### src/rtl/feed_pkg.sv
// Shared widths, task/result layouts and a small wrap-around helper for the
// multi-lane solver feeder.
package feed_pkg;
  localparam int IN_W       = 18;
  localparam int OUT_W      = 24;
  localparam int TASK_BEATS = 8;
  localparam int RES_BEATS  = 4;
  localparam int TASK_W     = 144;
  localparam int RES_W      = 80;

  typedef struct packed {
    logic [15:0] taskid;
    logic [63:0] opponent;
    logic [63:0] player;
  } task_t;

  typedef struct packed {
    logic [63:0] result;
    logic [15:0] taskid;
  } result_t;

  // Round-robin pointer increment, wrapping at n-1.
  function automatic int unsigned wrap_inc(input int unsigned v, input int unsigned n);
    return (v + 1 >= n) ? 0 : v + 1;
  endfunction
endpackage

### src/rtl/result_fifo.sv
// Synchronous FIFO with occupancy count; a push while full is dropped even
// if a pop happens in the same cycle.
module result_fifo #(
  parameter int W     = 80,
  parameter int DEPTH = 16
) (
  input  logic                     clk,
  input  logic                     rst,
  input  logic                     push,
  input  logic [W-1:0]             push_data,
  input  logic                     pop,
  output logic [W-1:0]             pop_data,
  output logic                     full,
  output logic                     empty,
  output logic [$clog2(DEPTH):0]   count
);
  localparam int AW = $clog2(DEPTH);

  logic [W-1:0]  r_mem [DEPTH];
  logic [AW-1:0] r_wr;
  logic [AW-1:0] r_rd;
  logic [AW:0]   r_count;
  logic          w_push;
  logic          w_pop;

  assign full     = (r_count == (AW+1)'(DEPTH));
  assign empty    = (r_count == '0);
  assign count    = r_count;
  assign pop_data = r_mem[r_rd];
  assign w_push   = push && !full;
  assign w_pop    = pop && !empty;

  always_ff @(posedge clk) begin
    if (w_push) r_mem[r_wr] <= push_data;
  end

  always_ff @(posedge clk) begin
    if (rst) begin
      r_wr    <= '0;
      r_rd    <= '0;
      r_count <= '0;
    end else begin
      if (w_push) r_wr <= r_wr + 1'b1;
      if (w_pop)  r_rd <= r_rd + 1'b1;
      case ({w_push, w_pop})
        2'b10:   r_count <= r_count + 1'b1;
        2'b01:   r_count <= r_count - 1'b1;
        default: r_count <= r_count;
      endcase
    end
  end
endmodule

### src/rtl/feed_multi.sv
// Multi-lane solver feeder: assembles 18-bit beats into tasks, deals them
// round-robin to lanes, collects results and serialises them as 24-bit beats.
module feed_multi
  import feed_pkg::*;
#(
  parameter int NUM_LANES = 4,
  parameter int ORDERED   = 1,
  parameter int OUT_DEPTH = 16
) (
  input  logic                       clock,
  input  logic                       reset,
  input  logic [IN_W-1:0]            in_data,
  input  logic                       in_valid,
  output logic                       in_ready,
  output logic [OUT_W-1:0]           out_data,
  output logic                       out_valid,
  input  logic                       out_ready,
  output logic [TASK_W-1:0]          lane_task_data,
  output logic [NUM_LANES-1:0]       lane_task_valid,
  input  logic [NUM_LANES-1:0]       lane_task_ready,
  input  logic [NUM_LANES*RES_W-1:0] lane_res_data,
  input  logic [NUM_LANES-1:0]       lane_res_valid,
  output logic [NUM_LANES-1:0]       lane_res_ready,
  output logic [15:0]                in_flight,
  output logic                       busy
);
  localparam int LW = (NUM_LANES > 1) ? $clog2(NUM_LANES) : 1;
  localparam int CW = $clog2(OUT_DEPTH) + 1;

  logic [2:0]        r_cnt;
  logic [TASK_W-1:0] r_asm;
  task_t             r_disp;
  logic              r_disp_valid;
  logic [LW-1:0]     r_rr_d;
  logic [LW-1:0]     r_rr_c;
  logic [1:0]        r_sbeat;
  logic [15:0]       r_in_flight;

  logic              w_in_fire;
  logic              w_load;
  logic              w_disp_fire;
  logic              w_res_fire;
  logic              w_out_fire;
  logic              w_pop;
  logic [LW-1:0]     w_grant;
  logic              w_grant_valid;
  logic              w_full;
  logic              w_empty;
  logic [CW-1:0]     w_count;
  logic [RES_W-1:0]  w_push_data;
  logic [RES_W-1:0]  w_head;
  logic [95:0]       w_wide;

  // Valid/ready: a transfer happens on a rising clock when both are high;
  // valid and data are held until ready, and valid never waits on ready.
  assign w_disp_fire = !reset && r_disp_valid && lane_task_ready[r_rr_d];
  assign in_ready    = !reset && !(r_cnt == 3'd7 && r_disp_valid && !w_disp_fire);
  assign w_in_fire   = in_valid && in_ready;
  assign w_load      = w_in_fire && (r_cnt == 3'd7);

  always_comb begin
    lane_task_valid = '0;
    if (!reset && r_disp_valid) lane_task_valid[r_rr_d] = 1'b1;
  end
  assign lane_task_data = r_disp;

  // Ordered mode only listens to the lane that owns the next result; the
  // unordered mode grants the first valid lane at or after the pointer.
  always_comb begin
    w_grant       = r_rr_c;
    w_grant_valid = 1'b0;
    if (ORDERED != 0) begin
      w_grant_valid = lane_res_valid[r_rr_c];
    end else begin
      for (int k = NUM_LANES - 1; k >= 0; k--) begin
        if (lane_res_valid[(32'(r_rr_c) + k) % NUM_LANES]) begin
          w_grant       = LW'((32'(r_rr_c) + k) % NUM_LANES);
          w_grant_valid = 1'b1;
        end
      end
    end
  end

  always_comb begin
    lane_res_ready = '0;
    if (!reset && !w_full && (ORDERED != 0 || w_grant_valid))
      lane_res_ready[w_grant] = 1'b1;
  end

  assign w_res_fire  = !reset && !w_full && w_grant_valid;
  assign w_push_data = lane_res_data[RES_W*32'(w_grant) +: RES_W];

  result_fifo #(
    .W     (RES_W),
    .DEPTH (OUT_DEPTH)
  ) u_result_fifo (
    .clk       (clock),
    .rst       (reset),
    .push      (w_res_fire),
    .push_data (w_push_data),
    .pop       (w_pop),
    .pop_data  (w_head),
    .full      (w_full),
    .empty     (w_empty),
    .count     (w_count)
  );

  assign out_valid  = !reset && !w_empty;
  assign w_out_fire = out_valid && out_ready;
  assign w_pop      = w_out_fire && (r_sbeat == 2'd3);
  assign w_wide     = {16'h0, w_head};
  assign out_data   = out_valid ? w_wide[OUT_W*32'(r_sbeat) +: OUT_W] : '0;

  assign in_flight = reset ? 16'h0 : r_in_flight;
  assign busy      = !reset && (r_cnt != 3'd0 || r_disp_valid ||
                                r_in_flight != 16'h0 || !w_empty);

  always_ff @(posedge clock) begin
    if (reset) begin
      r_cnt        <= '0;
      r_asm        <= '0;
      r_disp       <= '0;
      r_disp_valid <= 1'b0;
      r_rr_d       <= '0;
      r_rr_c       <= '0;
      r_sbeat      <= '0;
      r_in_flight  <= '0;
    end else begin
      if (w_in_fire) begin
        r_asm[IN_W*32'(r_cnt) +: IN_W] <= in_data;
        r_cnt <= r_cnt + 3'd1;
      end
      if (w_disp_fire) begin
        r_disp_valid <= 1'b0;
        r_rr_d       <= LW'(wrap_inc(32'(r_rr_d), NUM_LANES));
      end
      // The last beat goes straight into the dispatch register.
      if (w_load) begin
        r_disp       <= task_t'({in_data, r_asm[TASK_W-IN_W-1:0]});
        r_disp_valid <= 1'b1;
      end
      if (w_res_fire) r_rr_c <= LW'(wrap_inc(32'(w_grant), NUM_LANES));
      if (w_out_fire) r_sbeat <= r_sbeat + 2'd1;
      case ({w_disp_fire, w_res_fire})
        2'b10:   r_in_flight <= r_in_flight + 16'd1;
        2'b01:   if (r_in_flight != 16'h0) r_in_flight <= r_in_flight - 16'd1;
        default: r_in_flight <= r_in_flight;
      endcase
    end
  end
endmodule

### config.mk
export PLATFORM = sky130hd
export DESIGN_NAME = feed_multi
export DESIGN_NICKNAME = d
export VERILOG_FILES = /design/src/rtl/feed_pkg.sv /design/src/rtl/result_fifo.sv /design/src/rtl/feed_multi.sv
export SDC_FILE = /design/constraint.sdc
export NUM_CORES = 2
export LEC_CHECK = 0
export BUFFER_PORTS_ARGS = -buffer_cell sky130_fd_sc_hd__buf_4
export CAP_MARGIN = 20
export CORE_MARGIN = 5
export CORE_UTILIZATION = 45
export DETAILED_ROUTE_END_ITERATION = 16
export PLACE_DENSITY_LB_ADDON = 0.08
export SYNTH_ARGS = -nofsm -noshare
export SYNTH_HDL_FRONTEND = slang
export SYNTH_SLANG_ARGS = --single-unit
### constraint.sdc
create_clock -name clock -period 13.3 [get_ports clock]
set_clock_uncertainty 0.15 [all_clocks]
set_input_delay 2.66 -clock clock [delete_from_list [all_inputs] [get_ports clock]]
set_output_delay 2.66 -clock clock [all_outputs]
set_load 0.01 [all_outputs]
==> results.md <==
* Nets at 4,874
* Clock buffer depth at 3
* Hpwl dp at 112,000 um
* Cells after Synth at 3,933
* Max-slew violations at 0
* Critical path class: primary input to primary output
* Crit-path cells: buf_8 > a21oi_1 > buf_4 > and2_1 > nand2b_1 > o32ai_1 > buf_4
* Post-synth EDFFs at 1,280
* Pleak at 0.0253 uW
* CTS sink cnt at 1,593
* Initial Util at 45.1%
* Clock Tree Root: clkbuf_16
* Max incr delay on CP at 790 ps
* # port buffers at 544
* Crit path buf inv count at 3
* Max cap viols at 0
* Vias in the first global route at 38.4k
* Cell repeated most along the worst path: buf_4
* I/O Pins at 545
* Pin count of the biggest net entering global routing at 116
* Final Hold Fails at 0
* Post-CTS Hold Fix Bufs at 0
* Status: finished clean
* Post-synth top flop: edfxtp_1
* Hold Crit Class: register to register
* Fin cells at 6,536
* Inst Count DP at 6,228
* Total congestion overflow at 0
* Post-Place Worst Slack at 4900 ps
* Resized Gates After CTS at 0
* P&R area growth vs syn at 17.9%
* Avg Vias per Cell at 5.83
* Seq/Total Area, Yosys at 68.1%
* Sequential cell area at 44,700 um^2
* Post-Synthesis Cell Area at 65,600 um^2
* Die Y at 392 um
* Final core utilization at 53.2%
* Achievable Freq at 120 MHz
* Vias at 38.1k
* WHS at 297 ps
* Slowest cell on the critical path: nand2b_1
* Mapped Nets at 4,326
* TritonCTS clock tree: built
* Asr flop ratio synth at 0%
* Final worst slack at 4950 ps
* Worst-path maximum fanout at 50
* FF+latch count, synth at 1,593
* Slew @ Worst Pin at 1210 ps
* Routed len/inst at 27.9 um
* Fin Setup TNS at 0 ps
* Maximum VDD drop at 114 uV
* Footprint of the multi-input gates at 19,700 um^2
* CP Launch Type: primary input
* Die area at 154,000 um^2
* # Post-CTS Setup Buffers at 0
* Post-route ant nets at 0
* Final WL at 182,000 um
* Die Wd at 392 um
* Unrepaired setup endpoints after global routing: no
* Req. time, crit path at 10,490 ps
* Cts bufs inserted at 168
* Share of cells above drive strength 1 at 30.9%
* TritonRoute pass-1 iters at 5
* Fillcell total at 11.8k
* Initial drt markers at 3,189
* Pwr dens at 171 nW/um^2
* DRC viols at 0
* Tmin final at 8350 ps
* Clock latency on the worst-skew pair at 790 ps
* Crit path max-delay family: simple AND/OR/NAND/NOR gates
* Reg2reg setup slack at 7700 ps
* Register clock-pin slew on the reported worst setup and hold paths at 60 ps
* Ys Warns at 0
* Rel. slew slack at 19.0%
* Final setup fails at 0
* Worst Setup End Kind: primary output
* GP Congestion at 0.918
* Global-route wire length before repair at 263,000 um
* Max H-tree Level at 4
* # rows at 140
* Worst EP arrival at 5540 ps
* Initial antenna violation count at 5
* Core ar. at 145,000 um^2
* Final period util at 62.8%
* Count of unique library cells instantiated by Yosys at 86
* Avg Inst Size Synth at 16.7 um^2
* GRT Overall Usage at 23.5%
through the flow:
| stage | power, uW | cell area (um^2) |
|---|---|---|
| 2_1_floorplan | 7660 | 65600 |
| 6_report | 13200 | 77400 |
| 4_1_cts | 13300 | 77400 |
| 5_1_grt | 13700 | 77400 |
| 3_5_place_dp | 8580 | 71700 |
| 3_3_place_gp | 8550 | 71700 |
logic make-up (layout without fill, tap and decap cells):
family                     Yosys count  in the layout  synth area share, %
DFF                               1593           1593                 68.1
and+or+nand+nor                    838            838                 5.73
muxes                              584            584                 17.5
AOI/OAI and AO/OA                  562            562                 5.38
buffers and inverters              292            976                 2.13
adders and majority gates           43             43                0.843
xor gates and xnor gates            21             21                0.280
other                                0              2                    0
path summary, 6_finish.rpt:
path                  start                  to  cells past startpoint
setup / recovery      reset        out_data[12]                      7
hold / removal    r_asm[86]  lane_task_data[86]                      2
setup reg to reg   r_cnt[0]           r_asm[50]                     11
hold reg to reg   r_asm[86]  lane_task_data[86]                      2
cell usage after synthesis, drive strengths merged, types with 14 or more instances:
cell / number / area (um^2)
a211oi: 44 / 330
a21oi: 240 / 1200
a22oi: 28 / 215
and2: 22 / 138
buf: 151 / 871
clkbuf: 97 / 364
dfxtp: 313 / 6270
edfxtp: 1280 / 38400
ha: 41 / 513
inv: 44 / 165
mux2: 46 / 518
mux2i: 91 / 911
mux4: 447 / 10100
nand2: 429 / 1620
nand2b: 28 / 175
nand3: 44 / 220
nor2: 165 / 619
nor2b: 48 / 300
nor3: 42 / 235
o21a: 14 / 105
o21ai: 76 / 384
o221ai: 14 / 123
o22ai: 36 / 225
state kept, by name (all words and copies together), names as in the netlist, named ones only:
signal / count
u_result_fifo.r_rd: 4
u_result_fifo.r_wr: 4
r_in_flight: 16
u_result_fifo.r_mem: 1280
r_rr_d: 2
r_sbeat: 2
r_disp_valid: 1
u_result_fifo.count: 5
r_rr_c: 2
lane_task_data: 144
r_cnt: 3
r_asm: 126
tightest hold or removal path: cells and delay by family, from the launching register on:
family | cells | cell delay, ps
flip-flops | 1 | 300
AND/OR/NAND/NOR | 1 | 50
AO/OA/AOI/OAI | 1 | 50
report_power, final:
part / switching [uW] / total [uW] / internal (uW)
clock: 1950 / 4770 / 2820
sequential: 119 / 6360 / 6240
combinational: 1440 / 2100 / 653
cell usage in the layout (no fill, tap or decap), types with 10 or more instances in the layout:
master	instances
edfxtp_1	1280
buf_4	622
mux4_2	447
nand2_1	427
dfxtp_1	306
a21oi_1	240
clkbuf_16	173
nor2_1	152
mux2i_1	91
o21ai_0	62
nor2b_1	46
mux2_2	45
nand3_1	44
a211oi_1	44
inv_1	43
ha_1	40
o22ai_1	36
nor3_1	33
clkbuf_1	31
clkinv_2	31
nand2b_1	28
a22oi_1	27
clkinv_1	23
bufinv_16	21
and2_1	20
o221ai_1	14
o21a_1	14
and3_1	13
o21ai_1	13
xor2_1	13
o31ai_1	13
nor2_4	12
a32oi_1	11
o211ai_1	11
nor4_1	10
area by class of cell:
class	count	area share (%)
clock buffers	207	5.80
repair buffers	626	6.13
inverters	44	0.213
clock inverters	99	1.52
diodes	2	0.00647
multi-input cells	2048	25.4
flip-flops and latches	1593	57.8
well taps	1917	3.10
metal layers:
layer | global-route usage (%) | up-vias | part of all wire, %
met1 | 33.8 | 19833 | 44
li1 | - | 16713 | -
met5 | 0 | - | 0.0049
met4 | 5.78 | 2 | 2.1
met3 | 3.80 | 243 | 6.2
met2 | 37.8 | 1326 | 48
No activity file was read; power rests on OpenSTA's default activity.
